==> config.mk <==
export PLATFORM = sky130hd
export DESIGN_NAME = grf_wb_arbiter_flat
export DESIGN_NICKNAME = d
export VERILOG_FILES = /design/src/rtl/grf_wb_arbiter_pkg.sv /design/src/rtl/grf_wb_arbiter_if.sv /design/src/rtl/grf_wb_arbiter_wb_fifo.sv /design/src/rtl/grf_wb_arbiter.sv /design/src/flat_wrapper.sv
export SDC_FILE = /design/constraint.sdc
export NUM_CORES = 1
export LEC_CHECK = 0
export BUFFER_PORTS_ARGS = -buffer_cell sky130_fd_sc_hd__buf_2
export CAP_MARGIN = 5
export CORE_MARGIN = 1.5
export CORE_UTILIZATION = 50
export CTS_BUF_LIST = sky130_fd_sc_hd__clkbuf_8
export CTS_CLUSTER_DIAMETER = 150
export DETAILED_ROUTE_END_ITERATION = 8
export PLACE_DENSITY = 0.92
export SYNTH_ARGS = -nofsm -noshare
export SYNTH_HDL_FRONTEND = slang
export SYNTH_SLANG_ARGS = --single-unit
==> constraint.sdc <==
create_clock -name clk -period 7.68 [get_ports clk]
set_input_delay 0.384 -clock clk [delete_from_list [all_inputs] [get_ports clk]]
set_output_delay 0.384 -clock clk [all_outputs]
set_load 0.01 [all_outputs]
==> src/rtl/grf_wb_arbiter_pkg.sv <==
// grf_wb_arbiter_pkg
// Shared types and constants for the GRF writeback arbiter.
// - Widths of register addresses and of data/PC words.
// - REG_ZERO, the hard-wired $0.
// - The state encoding of the arbiter FSM.
// - The FIFO entry layout.
// - reg_onehot(), which builds the busy_mask contribution of a single entry.
package grf_wb_arbiter_pkg;

  localparam int ADDR_W   = 5;
  localparam int DATA_W   = 32;
  localparam int NUM_REGS = 1 << ADDR_W;

  localparam logic [ADDR_W-1:0] REG_ZERO = 5'd0;

  typedef enum logic [1:0] {
    ST_IDLE  = 2'd0,
    ST_WAIT  = 2'd1,
    ST_FORCE = 2'd2
  } arb_state_e;

  typedef struct packed {
    logic [ADDR_W-1:0] a3;
    logic [DATA_W-1:0] wd;
    logic [DATA_W-1:0] pc;
  } wb_entry_t;

  // $0 never shows up as busy; its writes are discarded anyway.
  function automatic logic [NUM_REGS-1:0] reg_onehot(input logic [ADDR_W-1:0] a3);
    logic [NUM_REGS-1:0] v;
    v = '0;
    if (a3 != REG_ZERO) v[a3] = 1'b1;
    return v;
  endfunction

endpackage

==> src/rtl/grf_wb_arbiter_if.sv <==
// grf_wb_arbiter_if
// Bundles the signals around the GRF write port arbiter.
// Groups:
// - Pipeline W-stage request: p_we, p_a3, p_wd, p_pc.
// - MDU result handshake: m_valid, m_ready, m_a3, m_wd, m_pc.
// - Status: stall_pipe and busy_mask.
// - GRF write port: grf_we, grf_a3, grf_wd, grf_pc.
// Modports:
// - slave: the arbiter's view of these signals.
// - master: the view of whatever surrounds the arbiter.
interface grf_wb_arbiter_if;
  import grf_wb_arbiter_pkg::*;

  logic                p_we;
  logic [ADDR_W-1:0]   p_a3;
  logic [DATA_W-1:0]   p_wd;
  logic [DATA_W-1:0]   p_pc;

  logic                m_valid;
  logic                m_ready;
  logic [ADDR_W-1:0]   m_a3;
  logic [DATA_W-1:0]   m_wd;
  logic [DATA_W-1:0]   m_pc;

  logic                stall_pipe;
  logic [NUM_REGS-1:0] busy_mask;

  logic                grf_we;
  logic [ADDR_W-1:0]   grf_a3;
  logic [DATA_W-1:0]   grf_wd;
  logic [DATA_W-1:0]   grf_pc;

  modport slave (
    input  p_we, p_a3, p_wd, p_pc,
    input  m_valid, m_a3, m_wd, m_pc,
    output m_ready, stall_pipe, busy_mask,
    output grf_we, grf_a3, grf_wd, grf_pc
  );

  modport master (
    output p_we, p_a3, p_wd, p_pc,
    output m_valid, m_a3, m_wd, m_pc,
    input  m_ready, stall_pipe, busy_mask,
    input  grf_we, grf_a3, grf_wd, grf_pc
  );

endinterface

==> src/rtl/grf_wb_arbiter_wb_fifo.sv <==
// wb_fifo
// Circular buffer of pending MDU results {a3, wd, pc}.
// - DEPTH is a power of 2, at least 2.
// - Reset is synchronous and active-high.
// Ports:
// - clk, reset: clock and synchronous reset.
// - push, push_data: write an entry; ignored when full.
// - pop: drop the head; ignored when empty.
// - full, empty: occupancy flags.
// - head: the oldest entry.
// - entry_valid, entry_a3: per-slot valid bits and destinations, used for busy_mask.
module wb_fifo
  import grf_wb_arbiter_pkg::*;
#(
  parameter int DEPTH = 2
) (
  input  logic                          clk,
  input  logic                          reset,
  input  logic                          push,
  input  wb_entry_t                     push_data,
  input  logic                          pop,
  output logic                          full,
  output logic                          empty,
  output wb_entry_t                     head,
  output logic [DEPTH-1:0]              entry_valid,
  output logic [DEPTH-1:0][ADDR_W-1:0]  entry_a3
);

  localparam int PTR_W = (DEPTH > 1) ? $clog2(DEPTH) : 1;

  wb_entry_t        mem_q [DEPTH];
  wb_entry_t        mem_d [DEPTH];
  logic [DEPTH-1:0] valid_q, valid_d;
  logic [PTR_W-1:0] rd_ptr_q, rd_ptr_d;
  logic [PTR_W-1:0] wr_ptr_q, wr_ptr_d;

  // Each slot keeps its own valid bit. Because of that, full and empty can be
  // read straight off the slot under each pointer, with no separate count.
  assign empty       = !valid_q[rd_ptr_q];
  assign full        = valid_q[wr_ptr_q];
  assign head        = mem_q[rd_ptr_q];
  assign entry_valid = valid_q;

  always_comb begin
    for (int i = 0; i < DEPTH; i++) entry_a3[i] = mem_q[i].a3;
  end

  // When push and pop happen together, they always touch different slots:
  // - a pop requires the FIFO to be non-empty;
  // - a push requires it to be non-full;
  // - with both conditions true, the two pointers differ.
  always_comb begin
    mem_d    = mem_q;
    valid_d  = valid_q;
    rd_ptr_d = rd_ptr_q;
    wr_ptr_d = wr_ptr_q;
    if (pop && !empty) begin
      valid_d[rd_ptr_q] = 1'b0;
      rd_ptr_d          = rd_ptr_q + PTR_W'(1);
    end
    if (push && !full) begin
      valid_d[wr_ptr_q] = 1'b1;
      mem_d[wr_ptr_q]   = push_data;
      wr_ptr_d          = wr_ptr_q + PTR_W'(1);
    end
  end

  always_ff @(posedge clk) begin
    if (reset) begin
      valid_q  <= '0;
      rd_ptr_q <= '0;
      wr_ptr_q <= '0;
    end else begin
      valid_q  <= valid_d;
      rd_ptr_q <= rd_ptr_d;
      wr_ptr_q <= wr_ptr_d;
    end
  end

  // The payload needs no reset. Valid bits decide whether it is ever looked at.
  always_ff @(posedge clk) begin
    mem_q <= mem_d;
  end

endmodule

==> src/rtl/grf_wb_arbiter.sv <==
// grf_wb_arbiter
// Shares the single GRF write port between two sources:
// - the pipeline W stage, which has priority;
// - queued MDU results.
// A starvation counter forces a one-cycle pipeline stall. This stops the FIFO
// head from waiting forever.
// Parameters:
// - STARVE_LIMIT (1..15): consecutive un-popped cycles allowed before a forced drain.
// - DEPTH: MDU FIFO depth.
// Ports:
// - clk, reset: clock and synchronous, active-high reset.
// - bus: the grf_wb_arbiter_if slave modport, carrying:
//   - the pipeline request and the MDU handshake;
//   - stall_pipe and busy_mask;
//   - the GRF write port.
module grf_wb_arbiter
  import grf_wb_arbiter_pkg::*;
#(
  parameter int STARVE_LIMIT = 4,
  parameter int DEPTH        = 2
) (
  input  logic             clk,
  input  logic             reset,
  grf_wb_arbiter_if.slave  bus
);

  localparam logic [3:0] LIMIT = 4'(STARVE_LIMIT);

  arb_state_e state_q, state_d;
  logic [3:0] cnt_q, cnt_d;

  logic                         fifo_full, fifo_empty;
  wb_entry_t                    head, push_entry;
  logic [DEPTH-1:0]             entry_valid;
  logic [DEPTH-1:0][ADDR_W-1:0] entry_a3;

  logic m_ready, stall, push, pop, p_grant, m_grant, last_entry;

  // All handshakes are gated by reset. That way nothing is accepted or written
  // while reset is asserted, even though the state only clears at the edge.
  assign m_ready    = !fifo_full && !reset;
  assign stall      = (state_q == ST_FORCE) && !reset;
  assign push       = bus.m_valid && m_ready;
  assign p_grant    = !stall && bus.p_we && !reset;
  assign m_grant    = !p_grant && !fifo_empty && !reset;
  assign pop        = m_grant;
  assign last_entry = ($countones(entry_valid) == 1);

  assign bus.m_ready    = m_ready;
  assign bus.stall_pipe = stall;

  always_comb begin
    push_entry.a3 = bus.m_a3;
    push_entry.wd = bus.m_wd;
    push_entry.pc = bus.m_pc;
  end

  wb_fifo #(.DEPTH(DEPTH)) u_fifo (
    .clk         (clk),
    .reset       (reset),
    .push        (push),
    .push_data   (push_entry),
    .pop         (pop),
    .full        (fifo_full),
    .empty       (fifo_empty),
    .head        (head),
    .entry_valid (entry_valid),
    .entry_a3    (entry_a3)
  );

  // Write-port mux. A grant to $0 still consumes the request, but WE stays low.
  always_comb begin
    bus.grf_we = 1'b0;
    bus.grf_a3 = '0;
    bus.grf_wd = '0;
    bus.grf_pc = '0;
    if (p_grant) begin
      bus.grf_we = (bus.p_a3 != REG_ZERO);
      bus.grf_a3 = bus.p_a3;
      bus.grf_wd = bus.p_wd;
      bus.grf_pc = bus.p_pc;
    end else if (m_grant) begin
      bus.grf_we = (head.a3 != REG_ZERO);
      bus.grf_a3 = head.a3;
      bus.grf_wd = head.wd;
      bus.grf_pc = head.pc;
    end
  end

  always_comb begin
    bus.busy_mask = '0;
    if (!reset) begin
      for (int i = 0; i < DEPTH; i++) begin
        if (entry_valid[i]) bus.busy_mask = bus.busy_mask | reg_onehot(entry_a3[i]);
      end
    end
  end

  // The counter measures how long the current head has gone without popping.
  // - Reaching LIMIT moves the FSM to FORCE. In FORCE, stall_pipe blocks the
  //   pipeline, so the head is granted on the next cycle.
  // - Leaving the FIFO empty returns the FSM to IDLE.
  always_comb begin
    state_d = state_q;
    cnt_d   = cnt_q;
    unique case (state_q)
      ST_IDLE: begin
        cnt_d = '0;
        if (push) state_d = ST_WAIT;
      end
      ST_WAIT: begin
        if (pop) begin
          cnt_d = '0;
          if (last_entry && !push) state_d = ST_IDLE;
        end else if (!fifo_empty) begin
          cnt_d = cnt_q + 4'd1;
          if (cnt_d == LIMIT) state_d = ST_FORCE;
        end
      end
      ST_FORCE: begin
        cnt_d   = '0;
        state_d = (last_entry && !push) ? ST_IDLE : ST_WAIT;
      end
      default: begin
        cnt_d   = '0;
        state_d = ST_IDLE;
      end
    endcase
  end

  always_ff @(posedge clk) begin
    if (reset) begin
      state_q <= ST_IDLE;
      cnt_q   <= '0;
    end else begin
      state_q <= state_d;
      cnt_q   <= cnt_d;
    end
  end

endmodule
==> src/flat_wrapper.sv <==
// flat-port wrapper written by rule: the top's interface ports become plain ports
module grf_wb_arbiter_flat import grf_wb_arbiter_pkg::*;
#(
  parameter int STARVE_LIMIT = 4,
  parameter int DEPTH        = 2
)
  (clk, reset, bus_p_we, bus_p_a3, bus_p_wd, bus_p_pc, bus_m_valid, bus_m_a3, bus_m_wd, bus_m_pc, bus_m_ready, bus_stall_pipe, bus_busy_mask, bus_grf_we, bus_grf_a3, bus_grf_wd, bus_grf_pc);
  grf_wb_arbiter_if bus_i ();
  input  logic clk;
  input  logic reset;
  input wire logic [$bits(bus_i.p_we)-1:0] bus_p_we;
  input wire logic [$bits(bus_i.p_a3)-1:0] bus_p_a3;
  input wire logic [$bits(bus_i.p_wd)-1:0] bus_p_wd;
  input wire logic [$bits(bus_i.p_pc)-1:0] bus_p_pc;
  input wire logic [$bits(bus_i.m_valid)-1:0] bus_m_valid;
  input wire logic [$bits(bus_i.m_a3)-1:0] bus_m_a3;
  input wire logic [$bits(bus_i.m_wd)-1:0] bus_m_wd;
  input wire logic [$bits(bus_i.m_pc)-1:0] bus_m_pc;
  output wire logic [$bits(bus_i.m_ready)-1:0] bus_m_ready;
  output wire logic [$bits(bus_i.stall_pipe)-1:0] bus_stall_pipe;
  output wire logic [$bits(bus_i.busy_mask)-1:0] bus_busy_mask;
  output wire logic [$bits(bus_i.grf_we)-1:0] bus_grf_we;
  output wire logic [$bits(bus_i.grf_a3)-1:0] bus_grf_a3;
  output wire logic [$bits(bus_i.grf_wd)-1:0] bus_grf_wd;
  output wire logic [$bits(bus_i.grf_pc)-1:0] bus_grf_pc;
  assign bus_i.p_we = bus_p_we;
  assign bus_i.p_a3 = bus_p_a3;
  assign bus_i.p_wd = bus_p_wd;
  assign bus_i.p_pc = bus_p_pc;
  assign bus_i.m_valid = bus_m_valid;
  assign bus_i.m_a3 = bus_m_a3;
  assign bus_i.m_wd = bus_m_wd;
  assign bus_i.m_pc = bus_m_pc;
  assign bus_m_ready = bus_i.m_ready;
  assign bus_stall_pipe = bus_i.stall_pipe;
  assign bus_busy_mask = bus_i.busy_mask;
  assign bus_grf_we = bus_i.grf_we;
  assign bus_grf_a3 = bus_i.grf_a3;
  assign bus_grf_wd = bus_i.grf_wd;
  assign bus_grf_pc = bus_i.grf_pc;
  grf_wb_arbiter #(.STARVE_LIMIT(STARVE_LIMIT), .DEPTH(DEPTH)) u_core (.clk(clk), .reset(reset), .bus(bus_i));
endmodule
# == Word level (Yosys, flattened, before mapping) ==
# Cells that the tools add are included.
# totals
reg_bits,148
inputBits,142
out_inout_bits,104
elab_cells,111
# op_classes
add_sub_neg,4
n_lt_le_gt_ge,11
n_eq_ne,8
mux,43
n_bitwise,7
n_reduce_logical,27
# op_table
op,count
$mux 32,12
$mux 69,4
$bwmux 138,1
$demux 69 s1,1
$eq 32x2->1 const B,1
$or 32x32->32,1
$reduce_bool 5->1,4
$logic_and 1x1->1,15
$mux 2,7
$lt 5x6->1 const B,2
$mux 1,11
$demux 1 s5,2
$ge 5x1->1 const B,2
$mux 5,2
$ne 3x2->1 const B,3
$pmux 2 s3,1
$logic_not 1->1,5
$add 4x1->4 const B,1
$eq 4x3->1 const B,1
$ge 2x2->1 const B,2
$lt 1x2->1 const B,2
$not 1->2,2
$reduce_and 4->1,1
$reduce_or 3->1,1
13 further kinds,16

# == Depth between registers and ports, before layout ==
# depth
depth_word,12
mapped_depth,6
ltp_nobuf,4

# == By module ==
# Synthesis repeated with hierarchy kept, for this count alone.
# hier_totals
cells_unflattened,475
area_unflattened_um2,7069.3
# by_module_without_submodules
module,n_inst,cells_per_inst,area_per_inst_um2,seq_area_each_um2
wb_fifo,1,245,5278.8,4224.1
grf_wb_arbiter,1,230,1790.5,120.1

# == Least setup slack after synthesis ==
# No wires, ideal clock.
# synth_timing
kind,input to register
from,input reset
to,register u_core.u_fifo.mem_q (netlist bit u_core.u_fifo.entry_a3[0]) (enable)
setup_time_ps,496
arrival_ps,3752
t_required_ps,7184
slack_ps,3432
stages,3
path_buffers,1
cell_sequence,buf_6 > or3b_1 > nor2_1
# synth_between
elab_chain_cells,4
# synth_rtl
element,line_no,text
from (decl),flat_wrapper.sv:10,input logic reset;
$logic_not 1->1,grf_wb_arbiter.sv:41,assign m_ready = !fifo_full && !reset;
$logic_and 1x1->1,grf_wb_arbiter.sv:41,
$logic_and 1x1->1,grf_wb_arbiter.sv:43,assign push = bus.m_valid && m_ready;
$logic_and 1x1->1,grf_wb_arbiter_wb_fifo.sv:61,if (push && !full) begin
to (signal assigned),grf_wb_arbiter_wb_fifo.sv:82,mem_q <= mem_d;
to (decl),grf_wb_arbiter_wb_fifo.sv:31,wb_entry_t mem_q [DEPTH];
# No other way between the ends.
# A chain may end at the register's enable or synchronous reset.

# == Worst setup path in the final report ==
# layout_timing
from,register u_core.u_fifo.rd_ptr_q
to,output bus_grf_pc[15]
# layout_between
elab_chain_cells,6
word_cells_on_any_way,10
cone_classes,7 x mux; 1 x bitwise; 2 x reduce/logical
# layout_rtl
element,line_no,text
from (decl),grf_wb_arbiter_wb_fifo.sv:34,"logic [PTR_W-1:0] rd_ptr_q, rd_ptr_d;"
from (signal assigned),grf_wb_arbiter_wb_fifo.sv:75,rd_ptr_q <= rd_ptr_d;
$not 1->2 (implied by the code) / $mux 1 (equally long branches),"grf_wb_arbiter_wb_fifo.sv:41, grf_wb_arbiter_wb_fifo.sv:39",
$mux 69 (implied by the code) / $mux 1 (equally long branches),"grf_wb_arbiter_wb_fifo.sv:41, grf_wb_arbiter_wb_fifo.sv:39",
$mux 69 (implied by the code) / $logic_and 1x1->1 (equally long branches) (2 in a row),"grf_wb_arbiter_wb_fifo.sv:41, grf_wb_arbiter.sv:45",
$mux 32 *,grf_wb_arbiter.sv:82,end else if (m_grant) begin
$mux 32 *,grf_wb_arbiter.sv:77,if (p_grant) begin
to (decl),flat_wrapper.sv:25,output wire logic [$bits(bus_i.grf_pc)-1:0] bus_grf_pc;
# Mark *: on every way between the ends. The rest lies on a longest branch, timed or not. The select of a mux whose other input is x is not followed.

==> results.yml <==
status:
  status: "finished clean"
logic_synthesis:
  syn-num-nets: 690
  synth_edf_count: 138
  ys_warn_count: 0
  syn_area_sq_mm: 0.00671
  async_flop_share_pct: 0
  yosysUniqueCellTypes: 37
  synth.area.top_cells: "edfxtp_1 62%, mux2i_1 10%, o21ai_1 5.2%"
  ys_top_cells_by_count: "138 x edfxtp_1, 80 x nand2_1, 70 x mux2i_1, 70 x o21ai_1, 50 x nor2_1"
  synth_top_area_share_pct: 61.7
  synthCells: 547
  ys_dominant_reg_cell: "edfxtp_1"
  synth_seq_cells: 148
  yosysMostFrequentCell: "edfxtp_1"
  syn-mean-instance-area_sq_um: 12.3
  synth_top_area_cell: "edfxtp_1"
  ys_seq_area_share_pct: 64.7
cells_and_area:
  post-route-util_pct: 63.8
  area.sequential_sq_mm: 0.00435
  post-route-cell-area_sq_mm: 0.00841
  layout-drive-gt1-share_pct: 36.5
  fin_cells: 964
  final_nets: 918
  final.fill_count: 990
  syn_to_final_growth_pct: 25.3
  antenna_cells: 0
  multi_input_area_sq_mm: 0.00220
clock_network:
  cts_resized: 0
  worstSkewPairLatency_ps: 420
  cts_tree: "yes"
  clk_pin_slew_worst_paths_ps: 80
  cts_made_buffers: 17
  cts_root_buffer: "clkbuf_8"
  hold_buffers: 0
  cts_buffer_depth: 2
  post-cts-setup-buffers: 0
  cts-htree-levels: 4
  clock-sinks: 148
sta:
  min_period_ps: 3240
  fin_skew_ps: 12.5
  hold_ws_ps: 140
  setup_viol: 0
  final_max_slew_viol_count: 0
  tightestPinTransition_ps: 928
  fin_ws_ps: 4440
  maxClockFrequency_ghz: 0.309
  relSlewSlack_pct: 38.1
  tns_ps: 0
  period_share_pct: 42.2
  finalHoldViolCount: 0
  rsz0062_at_grt: "false"
die:
  die_area_sq_mm: 0.0141
  die_x_um: 119
  die_h_um: 119
  start_util_pct: 50.9
  ioPinCount: 246
  coreArea_sq_mm: 0.0132
  rows: 42
routing:
  wl_per_cell_um: 15.7
  antenna_left: 0
  drt_iter0_markers: 321
  vias: 5117
  routed_wl_um: 15100
  first_pass_iters: 8
  route.detailed.drc: 0
  avgViaCountPerCell: 5.31
worst_hold_path:
  whs_path_depth: 1
  min_path_type: "in2reg"
  min_to: "u_core.u_fifo.mem_q[5]$_DFFE_PP_"
  min_from: "bus_m_pc[5]"
flow_run:
  maxCapViolations: 0
grt:
  antenna_found_initial: 0
  grt_pass1_vias: 4906
  grt_usage_pct: 21.1
  grt_overflow_total: 0
  grt_pass1_wl_um: 23200
  grt_max_degree: 73
worst_setup_path:
  reg2reg_slack_ps: 5130
  critical_path_class: "reg2out"
  cp_slowest_cell: "dfxtp_4"
  rr_worst_depth: 5
  critPathLaunchType: "register"
  worstPathRequired_ps: 7300
  critical_path_peak_fanout: 46
  r2r-start: "u_core.u_fifo.rd_ptr_q$_SDFFE_PP0N_"
  critPathMaxStageDelay_ps: 860
  crit_chain: "mux2i_2, a211o_2, buf_12, o21ai_1, buf_2"
  worstPathArrival_ps: 2850
  cp-end-kind: "output pin"
  path_delay_family: "flip-flops"
  path_buf_inv: 2
  reg2reg_to: "u_core.state_q[0]$_SDFFE_PP0P_"
placement:
  placed_area_sq_mm: 0.00803
  gp_congestion: 0.916
  dp_hpwl_um: 10300
  dp.cells: 931
  dp_slack_ps: 4480
  io_buffers: 244
power_and_ir_drop:
  clockPowerShare_pct: 33.4
  total_power_mw: 1.64
  pwr-share-seq_pct: 56.8
  power.switching_mw: 0.397
  swShare_pct: 24.3
  combPwrFrac_pct: 9.8
  ir_drop_v: 0.000145
  p_leak_nw: 3.27
  p_int_mw: 1.24
  power_density_mw_per_mm2: 195
## state kept, by name, summed over array words and instances, names as in the netlist
register and cells:
u_core.u_fifo.entry_valid 2, u_core.state_q 2, u_core.u_fifo.rd_ptr_q 1, u_core.u_fifo.mem_q 128, u_core.u_fifo.entry_a3 10, u_core.cnt_q 4, u_core.u_fifo.wr_ptr_q 1
## worst reg2reg max path, stage by stage (launching register included)
cell and delay, ps:
dfxtp_4 860, mux2i_2 390, a211o_2 550, buf_12 290
a22oi_1 130, a211oi_1 250
## worst max path at each step
stage | from | to | slack [ps] | cells past startpoint
4_1_cts | u_core.u_fifo.rd_ptr_q$_SDFFE_PP0N_ | bus_grf_pc[15] | 4010 | 4
3_3_place_gp | u_core.u_fifo.rd_ptr_q$_SDFFE_PP0N_ | bus_grf_wd[26] | 4680 | 4
6_report | u_core.u_fifo.rd_ptr_q$_SDFFE_PP0N_ | bus_grf_pc[15] | 4440 | 5
5_1_grt | u_core.u_fifo.rd_ptr_q$_SDFFE_PP0N_ | bus_grf_pc[15] | 4250 | 5
2_1_floorplan | reset | u_core.u_fifo.entry_a3[0]$_DFFE_PP_ | 3430 | 3
3_5_place_dp | u_core.u_fifo.rd_ptr_q$_SDFFE_PP0N_ | bus_grf_pc[15] | 4480 | 4
## cell families after synthesis
logic type / share of synthesized area (%)
AO/OA/AOI/OAI: 10.1
XOR/XNOR: 0.522
adder cells (fa/ha/maj): 0.186
buffers and inverters: 2.87
flip-flops: 64.7
multiplexers: 10.8
other: 0.0559
AND/OR/NAND/NOR: 10.8
## power by group through the flow
stage	Clock, mW	Sequential [mW]	Combinational [mW]
CTS	0.560	0.930	0.160
global placement	0	0.946	0.154
global route	0.596	0.933	0.176
detailed placement	0	0.948	0.160
floorplan	0	0.940	0.0910
finish	0.547	0.930	0.160
## layout make-up
cell class              count  area share, %
multi-input cells         357           26.1
inverters                   1         0.0446
clock inverters            15           1.55
well taps                 176           2.62
repair buffers            250           15.2
flip-flops and latches    148           51.7
clock buffers              17           2.78
## cell usage in the layout (no fill, tap or decap), types with 6 or more instances in the layout
cell        n
edfxtp_1  138
o21ai_1    70
dfxtp_1     9
a22oi_1    33
nand2_1    80
nor2_1     48
buf_2     244
clkbuf_8   17
nor3b_1     6
mux2i_1    70
## per-layer routing
metal	track usage, %	share of wire (%)	vias up
met4	10.8	3.2	0
li1	-	-	2480
met2	37.5	51	234
met3	5.75	6.8	39
met5	0	0	-
met1	23.2	39	2364
Power figures use the tool's default switching activity.
